## config.mk

```make
export PLATFORM = sky130hd
export DESIGN_NAME = mfsk_modulator_flat
export DESIGN_NICKNAME = d
export VERILOG_FILES = /design/src/rtl/mfsk_modulator_if.sv /design/src/rtl/mfsk_modulator.sv /design/src/flat_wrapper.sv
export SDC_FILE = /design/constraint.sdc
export NUM_CORES = 1
export LEC_CHECK = 0
export BUFFER_PORTS_ARGS = -buffer_cell sky130_fd_sc_hd__buf_2
export CAP_MARGIN = 20
export CORE_MARGIN = 5
export CORE_UTILIZATION = 30
export CTS_CLUSTER_DIAMETER = 100
export CTS_CLUSTER_SIZE = 12
export DETAILED_ROUTE_END_ITERATION = 8
export PLACE_DENSITY_LB_ADDON = 0.25
export SLEW_MARGIN = 20
export SYNTH_ARGS = -nofsm -noshare
export SYNTH_HDL_FRONTEND = slang
export SYNTH_SLANG_ARGS = --single-unit
export TNS_END_PERCENT = 20
```

## constraint.sdc

```tcl
create_clock -name CLOCK_50 -period 4.3 [get_ports CLOCK_50]
set_clock_uncertainty 0.15 [all_clocks]
set_input_delay 0.86 -clock CLOCK_50 [delete_from_list [all_inputs] [get_ports CLOCK_50]]
set_output_delay 0.86 -clock CLOCK_50 [all_outputs]
set_load 0.05 [all_outputs]
```

## src/rtl/mfsk_modulator_if.sv

```systemverilog
// Symbol handshake bundle for the M-ary FSK modulator.
// Source drives valid/data, modulator returns ready.
interface mfsk_modulator_if #(
  parameter int BITS_PER_SYM = 2
);
  logic                    sym_valid;
  logic [BITS_PER_SYM-1:0] sym_data;
  logic                    sym_ready;

  modport master (
    output sym_valid,
    output sym_data,
    input  sym_ready
  );

  modport slave (
    input  sym_valid,
    input  sym_data,
    output sym_ready
  );
endinterface

```

## src/rtl/mfsk_modulator.sv

```systemverilog
// M-ary FSK modulator: one shared DDS (phase accumulator +
// quarter-wave sine LUT), one-deep symbol buffer, offset-binary out.
module mfsk_modulator #(
  parameter int BITS_PER_SYM = 2,
  parameter int PHASE_W      = 24,
  parameter int BASE_FTW     = 336,
  parameter int STEP_FTW     = 336,
  parameter int SYM_CYCLES   = 50000
) (
  input  logic               CLOCK_50,
  input  logic               RESET_n,
  input  logic               CONT_PHASE,
  mfsk_modulator_if.slave    sym,
  output logic [15:0]        signal,
  output logic               sample_valid,
  output logic               sym_start,
  output logic               underrun
);

  localparam int CW = $clog2(SYM_CYCLES);

  localparam logic [14:0] SINE [64] = '{
    15'd0,     15'd804,   15'd1608,  15'd2410,
    15'd3212,  15'd4011,  15'd4808,  15'd5602,
    15'd6393,  15'd7179,  15'd7962,  15'd8739,
    15'd9512,  15'd10278, 15'd11039, 15'd11793,
    15'd12539, 15'd13279, 15'd14010, 15'd14732,
    15'd15446, 15'd16151, 15'd16846, 15'd17530,
    15'd18204, 15'd18867, 15'd19519, 15'd20159,
    15'd20787, 15'd21403, 15'd22006, 15'd22594,
    15'd23170, 15'd23731, 15'd24279, 15'd24811,
    15'd25329, 15'd25832, 15'd26319, 15'd26790,
    15'd27245, 15'd27683, 15'd28105, 15'd28510,
    15'd28898, 15'd29268, 15'd29621, 15'd29956,
    15'd30273, 15'd30571, 15'd30852, 15'd31113,
    15'd31356, 15'd31580, 15'd31785, 15'd31971,
    15'd32137, 15'd32285, 15'd32412, 15'd32521,
    15'd32609, 15'd32678, 15'd32728, 15'd32757
  };

  typedef enum logic {
    IDLE,
    ACTIVE
  } state_t;

  state_t                  state;
  state_t                  state_nx;
  logic [PHASE_W-1:0]      phase_acc;
  logic [PHASE_W-1:0]      cur_ftw;
  logic [CW-1:0]           count;
  logic                    pend_full;
  logic [BITS_PER_SYM-1:0] pend_data;
  logic                    accept;
  logic                    load;
  logic                    add_en;
  logic                    under_nx;
  logic                    cnt_zero;
  logic [7:0]              addr_r;
  logic                    act_d1;

  function automatic logic [PHASE_W-1:0] ftw_of(
    input logic [BITS_PER_SYM-1:0] k
  );
    logic [PHASE_W-1:0] b;
    logic [PHASE_W-1:0] s;
    logic [PHASE_W-1:0] kk;
    b  = PHASE_W'(BASE_FTW);
    s  = PHASE_W'(STEP_FTW);
    kk = PHASE_W'(k);
    return b + s * kk;
  endfunction

  // Q1/Q3 walk the table backwards, Q2/Q3 go below midscale.
  function automatic logic [15:0] lut(input logic [7:0] a);
    logic [5:0]  idx;
    logic [14:0] m;
    idx = a[6] ? ~a[5:0] : a[5:0];
    m   = SINE[idx];
    return a[7] ? (16'h8000 - {1'b0, m})
                : (16'h8000 + {1'b0, m});
  endfunction

  assign cnt_zero      = (count == '0);
  assign accept        = sym.sym_valid && !pend_full;
  assign sym.sym_ready = !pend_full;

  always_ff @(posedge CLOCK_50 or negedge RESET_n) begin
    if (!RESET_n) state <= IDLE;
    else          state <= state_nx;
  end

  always_comb begin
    state_nx = state;
    unique case (1'b1)
      (state == IDLE): begin
        if (pend_full) state_nx = ACTIVE;
      end
      (state == ACTIVE): begin
        if (cnt_zero && !pend_full) state_nx = IDLE;
      end
    endcase
  end

  always_comb begin
    add_en   = 1'b0;
    load     = 1'b0;
    under_nx = 1'b0;
    unique case (1'b1)
      (state == IDLE): begin
        load = pend_full;
      end
      (state == ACTIVE): begin
        add_en   = 1'b1;
        load     = pend_full && cnt_zero;
        under_nx = !pend_full && cnt_zero;
      end
    endcase
  end

  always_ff @(posedge CLOCK_50 or negedge RESET_n) begin
    if (!RESET_n) begin
      phase_acc <= '0;
      cur_ftw   <= '0;
      count     <= '0;
      pend_full <= 1'b0;
      pend_data <= '0;
      sym_start <= 1'b0;
      underrun  <= 1'b0;
    end else begin
      sym_start <= load;
      underrun  <= under_nx;
      if (load) begin
        pend_full <= 1'b0;
      end else if (accept) begin
        pend_full <= 1'b1;
        pend_data <= sym.sym_data;
      end
      if (load) begin
        cur_ftw <= ftw_of(pend_data);
        count   <= CW'(SYM_CYCLES - 1);
      end else if (add_en && !cnt_zero) begin
        count <= count - CW'(1);
      end
      // A phase clear on load wins over the final add.
      if (load && !CONT_PHASE) begin
        phase_acc <= '0;
      end else if (add_en) begin
        phase_acc <= phase_acc + cur_ftw;
      end
    end
  end

  always_ff @(posedge CLOCK_50 or negedge RESET_n) begin
    if (!RESET_n) begin
      addr_r       <= '0;
      act_d1       <= 1'b0;
      sample_valid <= 1'b0;
      signal       <= 16'h8000;
    end else begin
      addr_r       <= phase_acc[PHASE_W-1 -: 8];
      act_d1       <= (state == ACTIVE);
      sample_valid <= act_d1;
      signal       <= act_d1 ? lut(addr_r) : 16'h8000;
    end
  end

endmodule

```

## src/flat_wrapper.sv

```systemverilog
// flat-port wrapper written by rule: the top's interface ports become plain ports
module mfsk_modulator_flat 
#(
  parameter int BITS_PER_SYM = 2,
  parameter int PHASE_W      = 24,
  parameter int BASE_FTW     = 336,
  parameter int STEP_FTW     = 336,
  parameter int SYM_CYCLES   = 50000
)
  (CLOCK_50, RESET_n, CONT_PHASE, signal, sample_valid, sym_start, underrun, sym_sym_valid, sym_sym_data, sym_sym_ready);
  mfsk_modulator_if #(.BITS_PER_SYM(BITS_PER_SYM)) sym_i ();
  input  logic CLOCK_50;
  input  logic RESET_n;
  input  logic CONT_PHASE;
  output logic [15:0] signal;
  output logic sample_valid;
  output logic sym_start;
  output logic underrun;
  input wire logic [$bits(sym_i.sym_valid)-1:0] sym_sym_valid;
  input wire logic [$bits(sym_i.sym_data)-1:0] sym_sym_data;
  output wire logic [$bits(sym_i.sym_ready)-1:0] sym_sym_ready;
  assign sym_i.sym_valid = sym_sym_valid;
  assign sym_i.sym_data = sym_sym_data;
  assign sym_sym_ready = sym_i.sym_ready;
  mfsk_modulator #(.BITS_PER_SYM(BITS_PER_SYM), .PHASE_W(PHASE_W), .BASE_FTW(BASE_FTW), .STEP_FTW(STEP_FTW), .SYM_CYCLES(SYM_CYCLES)) u_core (.CLOCK_50(CLOCK_50), .RESET_n(RESET_n), .CONT_PHASE(CONT_PHASE), .sym(sym_i), .signal(signal), .sample_valid(sample_valid), .sym_start(sym_start), .underrun(underrun));
endmodule
```

==> metrics.yaml, run 1 <==
routing:
  drt-initial-drc-count: 824
  drcViolationCount: 0
  route.vias.total: 6301
  drt-wirelength-per-cell_um: 19.8
  drtPass1Iterations: 5
  vias_per_cell: 5.96
  drtAntennaViolNets: 0
  wl_mm: 20.9
status:
  status: "finished clean"
floorplan:
  die_h_um: 156
  boundaryPins: 26
  core_sq_mm: 0.0210
  dieArea_sq_mm: 0.0244
  dieWidth_um: 156
  start_util: 0.305
  fp-row-count: 53
worst_hold_path:
  min_path_type: "register to register"
setup_path:
  crit_slowest_cell: "dfrtp_2"
  crit_arrival_ns: 3.73
  worstPathMaxFanout: 38
  critPathLaunch: "u_core.addr_r[0]$_DFF_PN0_"
  rrSetupSlack_ns: 0.68
  crit_type: "register to register"
  end_kind: "register"
  r2r-start: "u_core.addr_r[0]$_DFF_PN0_"
  reg2reg_to: "u_core.signal[5]$_DFF_PN0_"
  cp_cell_sequence: "buf_4 -> nand2b_1 -> o311a_1 -> o32a_1 -> nor3_1 -> nand4bb_1 -> o31ai_1 -> mux2i_1"
  start_kind: "register"
  r2r_cells: 8
  crit_required_ns: 4.41
  worstSetupEndpoint: "u_core.signal[5]$_DFF_PN0_"
  crit_path_max_incr_delay_ns: 0.83
sta:
  drv_slew: 0
  rsz0062_at_grt: "no"
  fmax_ghz: 0.276
  period_share: 0.841
  min_period_ns: 3.62
  relSlewSlack: 0.362
  worstMarginPinSlew_ns: 0.955
  finalSetupViolCount: 0
  final.setup.tns_ns: 0
  setup_slack_ns: 0.683
  hold_viol: 0
clock_network:
  hold_buffers: 0
  numCtsBuffers: 9
  cts_tree: "built"
  ctsHtreeMaxLevel: 3
  post_cts_resized: 0
  path_clk_slew_ns: 0.07
  max-clock-path-buffers: 2
  insertion_delay_ns: 0.34
  postCtsSetupBuffers: 0
  clock-sinks: 72
  cts-root-buf: "clkbuf_16"
pwr:
  pwr-share-clk: 0.342
  p_leak_nw: 2.77
  power.internal_mw: 1.61
  pwr-share-seq: 0.395
  ir_drop_mv: 0.262
  finalPower_mw: 2.41
  power_density_mw_per_mm2: 347
  power_switching_mw: 0.798
  p_sw_frac: 0.331
  p_comb_frac: 0.263
synth:
  synth_largest_area_cell: "dfrtp_1"
  ys_warn_count: 0
  synthCells: 788
  synth.area.top_cells: "dfrtp_1 (28%), a21oi_1 (5.9%), o21ai_0 (5.4%)"
  synth_async_sr_flop_share: 1.00
  synth.net_count: 806
  syn-cell-area_sq_mm: 0.00642
  ys_types: 102
  avgSynthCellArea_sq_um: 8.15
  synth_flop_cell: "dfrtp_1"
  synth-edff-count: 0
  yosysTopAreaCellShare: 0.277
  synth-seq-area-share: 0.281
  ys_seq_elements: 72
finish:
  fin_nets: 796
  syn_to_final_growth_pct: 8.20
  drive_gt1_frac: 0.146
  fin_cells: 1058
  antenna_cells: 0
  nFillCells: 2184
place:
  placedCellCount: 1042
  place_ws_ns: 0.767
  dp_hpwl_mm: 14.8
  gp_congestion: 0.986
  portBuffers: 25
global_route:
  grt_max_degree: 73
  grt_pass1_wl_mm: 34.0
  antenna_found_initial: 0
  first_global_vias: 5994
  track_usage: 0.171
  grt_overflow: 0
run:
  maxCapViolations: 0
## critical path, delay by kind of cell (launching register included)
kind / cells / cell delay, ns
simple gates: 3 / 0.96
buf+inv: 1 / 0.27
mux: 1 / 0.22
compound gates: 3 / 1.10
flops: 1 / 0.83
## power groups by stage
stage / logic [mW] / registers (mW) / clock network (mW)
floorplan: 0.537 / 0.921 / 0
global placement: 0.629 / 0.961 / 0
detailed placement: 0.641 / 0.958 / 0
CTS: 0.642 / 0.951 / 0.841
global route: 0.737 / 0.980 / 0.874
finish: 0.635 / 0.951 / 0.825
## cells in the final DEF, fill, tap and decap left out, drive strengths merged, types with 8 or more instances in the layout
master / instances
nand2b: 19
mux2i: 12
buf: 48
a31oi: 12
clkbuf: 9
nor2: 64
or2: 9
dfrtp: 71
nand3: 15
ha: 11
a221oi: 8
o21a: 8
a22oi: 8
o211ai: 11
nand2: 50
nor2b: 17
a21o: 11
o22ai: 15
o21ai: 75
o2111ai: 8
a21oi: 76
inv: 27
nor3: 17
o31ai: 15
or3: 12
xnor2: 15
## cell usage after synthesis (11+ instances only)
master and n:
nand3_1 15, buf_6 14, a31oi_1 11, xnor2_1 15, buf_2 24, nand2_1 49, buf_4 19, o211ai_1 11
nor2_1 61, o21ai_0 69, o22ai_1 15, nor2b_1 16, or3_1 11, ha_1 11, mux2i_1 12, nand2b_1 19
inv_1 24, nor3_1 17, o31ai_1 15, a21oi_1 76, clkbuf_1 11, a21o_1 11, dfrtp_1 71
## sequential cells by signal, summed over array words and instances, names as in the netlist
name	cells
u_core.pend_full	1
u_core.act_d1	1
u_core.cur_ftw	4
u_core.state	1
u_core.pend_data	2
u_core.addr_r	8
u_core.sample_valid	1
u_core.sym_start	1
u_core.signal	16
u_core.phase_acc	20
u_core.underrun	1
u_core.count	16
## worst min path at each step
stage,start,end,slack (ns),cells past startpoint
floorplan,u_core.act_d1$_DFF_PN0_,u_core.sample_valid$_DFF_PN0_,0.20,0
global placement,u_core.phase_acc[23]$_DFFE_PN0P_,u_core.addr_r[7]$_DFF_PN0_,0.24,0
detailed placement,u_core.phase_acc[23]$_DFFE_PN0P_,u_core.addr_r[7]$_DFF_PN0_,0.26,0
CTS,u_core.phase_acc[23]$_DFFE_PN0P_,u_core.addr_r[7]$_DFF_PN0_,0.28,0
global route,u_core.phase_acc[23]$_DFFE_PN0P_,u_core.addr_r[7]$_DFF_PN0_,0.29,0
finish,u_core.phase_acc[20]$_DFFE_PN0P_,u_core.addr_r[4]$_DFF_PN0_,0.28,0
## metal layers
metal | global-route usage | up-vias | share of wire
met5 | 0 | - | 0
met4 | 0.0727 | 0 | 0.043
met3 | 0.0329 | 79 | 0.087
met2 | 0.256 | 328 | 0.43
met1 | 0.240 | 2960 | 0.44
li1 | - | 2934 | -
## stage by stage
stage | hold slack, ns | util | instance area, sq um
after floorplan | 0.202 | - | 6420
after global placement | 0.242 | 0.315 | 6620
after detailed placement | 0.263 | 0.315 | 6620
after CTS | 0.275 | 0.331 | 6950
after global routing | 0.295 | 0.331 | 6950
final | 0.280 | 0.331 | 6950
## kinds of logic (layout without fill, tap and decap cells)
family,count (synthesis),after routing,synth area share
and+or+nand+nor,252,252,0.211
AOI/OAI and AO/OA,320,320,0.341
DFF,72,72,0.281
adders and majority gates,12,12,0.0246
xor gates and xnor gates,18,18,0.0257
muxes,17,17,0.0275
buffers and inverters,97,92,0.0892
## cell type report
type                            count  area (sq um)  share of cell area
Clock inverter                      7           104              0.0149
Timing Repair Buffer               48           313              0.0450
Sequential cell                    72          1810               0.261
Inverter                           28           106              0.0153
Clock buffer                        9           225              0.0324
Tap cell                          275           344              0.0495
Multi-Input combinational cell    619          4050               0.582
Power figures use the tool's default switching activity.
==> run 2, diff against run 1 <==
==> constraint.sdc (replaced) <==
create_clock -name CLOCK_50 -period 3.8 [get_ports CLOCK_50]
set_clock_uncertainty 0.15 [all_clocks]
set_input_delay 0.76 -clock CLOCK_50 [delete_from_list [all_inputs] [get_ports CLOCK_50]]
set_output_delay 0.76 -clock CLOCK_50 [all_outputs]
set_load 0.05 [all_outputs]
==> run 2 against run 1 <==
  * Clock power fell by 5.5%
  * Non-clock buffer count rose by 13
  * Via count rose by 1.4%
  * Sequential share of layout area fell by 0.25 points
  * First-iteration DRC count fell by 9.0%
  * Critical path type unchanged
  * Largest cell class unchanged
==> metrics.yaml, run 2 (synthesized netlist as in run 1, its figures left out) <==
finish:
  antenna_cells: 0
  layout_commonest_cell: "a21oi_1"
  mostFrequentLayoutCells: "a21oi_1 (76), o21ai_0 (69), dfrtp_1 (65)"
  seqCellArea_sq_mm: 0.00181
  largest_reg_flops: 20
  multi_input_comb_area_sq_mm: 0.00405
  drive_gt1_frac: 0.160
  largest_register: "u_core.phase_acc"
  nFillCells: 2211
  syn_to_final_growth_pct: 9.24
  fin_nets: 809
  largest_registers: "u_core.phase_acc (20), u_core.count (16), u_core.signal (16)"
  utilization: 0.334
sta:
  period_share: 0.931
  finalSetupViolCount: 0
  rsz0062_at_grt: "no"
  drv_slew: 0
  relSlewSlack: 0.384
  fmax_ghz: 0.283
  setup_slack_ns: 0.262
  final.setup.tns_ns: 0
  worstMarginPinSlew_ns: 0.924
  hold_viol: 0
  min_period_ns: 3.54
setup_path:
  crit_slowest_cell: "dfrtp_2"
  start_kind: "register"
  crit_type: "register to register"
  r2r-start: "u_core.addr_r[2]$_DFF_PN0_"
  crit_arrival_ns: 3.61
  reg2reg_to: "u_core.signal[8]$_DFF_PN0_"
  cp_cell_sequence: "nor2b_1 -> nor3_1 -> o21ai_0 -> a32oi_1 -> inv_1 -> ha_1 -> o221ai_2 -> or3_4 -> o311a_1"
  end_kind: "register"
  crit_path_max_incr_delay_ns: 0.89
  crit_required_ns: 3.87
  worstPathMaxFanout: 40
  r2r_cells: 9
  rrSetupSlack_ns: 0.26
floorplan:
  dieWidth_um: 156
  dieArea_sq_mm: 0.0244
  die_h_um: 156
  start_util: 0.305
  fp-row-count: 53
  boundaryPins: 26
  core_sq_mm: 0.0210
routing:
  vias_per_cell: 5.96
  drcViolationCount: 0
  drt-wirelength-per-cell_um: 19.7
  drtPass1Iterations: 5
  route.vias.total: 6388
  drt-initial-drc-count: 750
  drtAntennaViolNets: 0
  wl_mm: 21.1
clock_network:
  cts-root-buf: "clkbuf_16"
  post_cts_resized: 0
  insertion_delay_ns: 0.34
  path_clk_slew_ns: 0.06
  cts_tree: "built"
  max-clock-path-buffers: 2
  numCtsBuffers: 9
  postCtsSetupBuffers: 0
  hold_buffers: 0
  ctsHtreeMaxLevel: 3
  clock-sinks: 72
worst_hold_path:
  worst_hold_startpoint: "u_core.phase_acc[23]$_DFFE_PN0P_"
  hold_depth: 0
  min_to: "u_core.addr_r[7]$_DFF_PN0_"
  min_path_type: "register to register"
pwr:
  pwr-share-seq: 0.415
  pwr-share-clk: 0.301
  ir_drop_mv: 0.357
  power.internal_mw: 1.70
  power_switching_mw: 0.898
  p_sw_frac: 0.346
  p_comb_frac: 0.284
  power_density_mw_per_mm2: 370
  p_leak_nw: 2.82
place:
  place_ws_ns: 0.347
  dp_hpwl_mm: 15.3
  portBuffers: 25
  gp_congestion: 0.959
global_route:
  grt_overflow: 0
  grt_max_degree: 73
  grt_pass1_wl_mm: 34.5
  met2_usage: 0.261
  first_global_vias: 6179
  antenna_found_initial: 0
  grt_busiest_layer: "met2"
  grtUsageMet3: 0.0271
  track_usage: 0.175
  grtUsageMet1: 0.246
run:
  maxCapViolations: 0
status:
  status: "finished clean"
==> run 2: worst max-delay path by stage <==
stage                                    start                    endpoint  slack (ns)  cells past startpoint
finish              u_core.addr_r[2]$_DFF_PN0_  u_core.signal[8]$_DFF_PN0_        0.26                      9
detailed placement  u_core.addr_r[2]$_DFF_PN0_  u_core.signal[8]$_DFF_PN0_        0.35                      9
global placement    u_core.addr_r[2]$_DFF_PN0_  u_core.signal[8]$_DFF_PN0_        0.31                      9
global route        u_core.addr_r[2]$_DFF_PN0_  u_core.signal[8]$_DFF_PN0_        0.19                      9
floorplan           u_core.addr_r[0]$_DFF_PN0_  u_core.signal[8]$_DFF_PN0_        0.84                     14
CTS                 u_core.addr_r[2]$_DFF_PN0_  u_core.signal[8]$_DFF_PN0_        0.34                      9
==> run 2: area by class of cell <==
class                   count  share of cell area
flip-flops and latches     72               0.258
repair buffers             61              0.0621
well taps                 275              0.0491
multi-input cells         619               0.577
inverters                  28              0.0152
clock buffers               9              0.0321
clock inverters             7             0.00678
==> run 2: power groups by stage <==
stage / logic (mW) / clock network, mW / registers [mW]
6_report: 0.737 / 0.780 / 1.08
5_1_grt: 0.865 / 0.842 / 1.10
4_1_cts: 0.746 / 0.803 / 1.08
3_5_place_dp: 0.745 / 0 / 1.09
3_3_place_gp: 0.731 / 0 / 1.09
2_1_floorplan: 0.608 / 0 / 1.04
==> run 2: routing by layer <==
metal  routed length [um]  up-vias
met5                    0        -
met4                  972        0
met1                 9260     3054
met3                 1580       63
li1                     -     2966
met2                 9330      305
==> run 2: critical path, delay by kind of cell, from the launching register on <==
| family | cells | cell delay [ns] |
|---|---|---|
| AND/OR/NAND/NOR | 3 | 1.14 |
| buffers and inverters | 1 | 0.11 |
| flip-flops | 1 | 0.89 |
| adder cells (fa/ha/maj) | 1 | 0.20 |
| AO/OA/AOI/OAI | 4 | 0.91 |
==> run 2: through the flow <==
step	instances	cell area (sq um)	power, mW	hold slack, ns
floorplan	788	6420	1.65	0.202
global placement	1055	6740	1.82	0.231
detailed placement	1055	6740	1.83	0.238
CTS	1071	7010	2.63	0.246
global route	1071	7010	2.81	0.260
finish	1071	7010	2.60	0.249
==> run 3, diff against run 2 <==
--- a/config.mk
+++ b/config.mk
@@ -13,6 +13,7 @@
 export CTS_CLUSTER_SIZE = 12
 export DETAILED_ROUTE_END_ITERATION = 8
 export PLACE_DENSITY_LB_ADDON = 0.25
+export RECOVER_POWER = 25
 export SLEW_MARGIN = 20
 export SYNTH_ARGS = -nofsm -noshare
 export SYNTH_HDL_FRONTEND = slang
==> run 3 against run 2 <==
  * The run now ends with capacitance limit, slew limit left
  * Cell area is essentially flat
  * First-iteration DRC count stayed put
  * Sequential share of layout area barely moved
  * Core utilization barely moved
  * Cell count stayed put
  * Clock power hardly changed
  * Non-clock buffer count did not move
  * Combinational power barely moved
  * Critical path depth is the same
  * Wire length is essentially flat
  * Critical path type unchanged
  * Highest routed layer unchanged
==> metrics.yaml, run 3 (synthesized netlist as in run 1, its figures left out) <==
clock_network:
  hold_buffers: 0
  ctsHtreeMaxLevel: 3
  postCtsSetupBuffers: 0
  numCtsBuffers: 9
  insertion_delay_ns: 0.34
  cts_tree: "built"
  clock-sinks: 72
  cts-root-buf: "clkbuf_16"
  path_clk_slew_ns: 0.06
  post_cts_resized: 0
  max-clock-path-buffers: 2
floorplan:
  start_util: 0.305
  boundaryPins: 26
  dieWidth_um: 156
  core_sq_mm: 0.0210
  die_h_um: 156
  dieArea_sq_mm: 0.0244
  fp-row-count: 53
global_route:
  grt_overflow: 0
  grt_pass1_wl_mm: 34.5
  grt_max_degree: 73
  antenna_found_initial: 0
  track_usage: 0.175
  first_global_vias: 6179
setup_path:
  r2r_cells: 9
  r2r-start: "u_core.addr_r[2]$_DFF_PN0_"
  crit_path_max_incr_delay_ns: 0.89
  end_kind: "register"
  path_buf_inv: 1
  reg2reg_to: "u_core.signal[8]$_DFF_PN0_"
  worstPathMaxFanout: 40
  crit_arrival_ns: 3.60
  crit_slowest_cell: "dfrtp_2"
  rrSetupSlack_ns: 0.27
  cp_top_family: "simple AND/OR/NAND/NOR gates"
  crit_required_ns: 3.87
  cp_cell_sequence: "nor2b_1 -> nor3_1 -> o21ai_0 -> a32oi_1 -> inv_1 -> ha_1 -> o221ai_2 -> or3_4 -> o311a_1"
  start_kind: "register"
  crit_type: "register to register"
finish:
  drive_gt1_frac: 0.160
  design_area_sq_mm: 0.00701
  fin_nets: 809
  syn_to_final_growth_pct: 9.20
  mostFrequentLayoutCells: "a21oi_1 (76), o21ai_0 (69), dfrtp_1 (65)"
  nFillCells: 2212
  largest_registers: "u_core.phase_acc (20), u_core.count (16), u_core.signal (16)"
  antenna_cells: 0
  layout_commonest_cell: "a21oi_1"
  largest_reg_flops: 20
  largest_register: "u_core.phase_acc"
routing:
  drcViolationCount: 0
  wl_mm: 21.1
  drt-wirelength-per-cell_um: 19.7
  drt-initial-drc-count: 750
  vias_per_cell: 5.96
  route.vias.total: 6387
  drtPass1Iterations: 7
  drtAntennaViolNets: 0
sta:
  drv_slew: 73
  final.setup.tns_ns: 0
  rsz0062_at_grt: "no"
  worstMarginPinSlew_ns: 1.82
  min_period_ns: 3.53
  setup_slack_ns: 0.267
  hold_viol: 0
  period_share: 0.930
  finalSetupViolCount: 0
  fmax_ghz: 0.283
  relSlewSlack: -0.210
pwr:
  power_density_mw_per_mm2: 370
  ir_drop_mv: 0.339
  p_leak_nw: 2.82
status:
  violations: "capacitance limit, slew limit"
  status: "complete, but fails checks"
worst_hold_path:
  worst_hold_startpoint: "u_core.phase_acc[23]$_DFFE_PN0P_"
  min_path_type: "register to register"
  hold_depth: 0
  min_to: "u_core.addr_r[7]$_DFF_PN0_"
place:
  dp_hpwl_mm: 15.3
  gp_congestion: 0.959
  portBuffers: 25
  dpl-instance-area_sq_mm: 0.00674
  place_ws_ns: 0.347
run:
  maxCapViolations: 1
-- run 3: cell types whose count changed in the layout (fill, tap and decap cells not counted), sizes merged --
cell	delta
buf	-1
clkbuf	+1
-- run 3: area by class of cell --
type	instances	area, sq um	share of cell area
multi-input cells	619	4050	0.577
flip-flops and latches	72	1810	0.258
repair buffers	61	433	0.0617
well taps	275	344	0.0491
clock buffers	9	225	0.0321
inverters	28	106	0.0152
clock inverters	7	47.5	0.00678
-- run 3: worst max path at each step --
| stage | from | to | slack (ns) | cells past startpoint |
|---|---|---|---|---|
| floorplan | u_core.addr_r[0]$_DFF_PN0_ | u_core.signal[8]$_DFF_PN0_ | 0.84 | 14 |
| global placement | u_core.addr_r[2]$_DFF_PN0_ | u_core.signal[8]$_DFF_PN0_ | 0.31 | 9 |
| detailed placement | u_core.addr_r[2]$_DFF_PN0_ | u_core.signal[8]$_DFF_PN0_ | 0.35 | 9 |
| CTS | u_core.addr_r[2]$_DFF_PN0_ | u_core.signal[8]$_DFF_PN0_ | 0.34 | 9 |
| global route | u_core.addr_r[2]$_DFF_PN0_ | u_core.signal[8]$_DFF_PN0_ | 0.19 | 9 |
| finish | u_core.addr_r[2]$_DFF_PN0_ | u_core.signal[8]$_DFF_PN0_ | 0.27 | 9 |
-- run 3: layer usage --
layer  up-vias  track usage  part of all wire
met4         0       0.0909             0.046
met1      3055        0.246              0.44
li1       2966            -                 -
met2       303        0.261              0.44
met3        63       0.0271             0.074
met5         -            0                 0
-- run 3: power by group --
| group | switching (mW) | internal [mW] |
|---|---|---|
| sequential | 0.152 | 0.926 |
| combinational | 0.407 | 0.330 |
| clock | 0.339 | 0.441 |
-- run 3: per-stage QoR --
stage	power, mW	hold WS [ns]	cells	util
after floorplan	1.65	0.202	788	-
after global placement	1.82	0.231	1055	0.321
after detailed placement	1.83	0.238	1055	0.321
after CTS	2.63	0.246	1071	0.334
after global routing	2.81	0.260	1071	0.334
final	2.60	0.249	1071	0.334
-- run 3: worst reg2reg max path: stages, from the launching register on --
cell and delay (ns):
dfrtp_2 0.89, nor2b_1 0.62, nor3_1 0.10, o21ai_0 0.22, a32oi_1 0.20, inv_1 0.11
ha_1 0.20, o221ai_2 0.14, or3_4 0.43, o311a_1 0.35
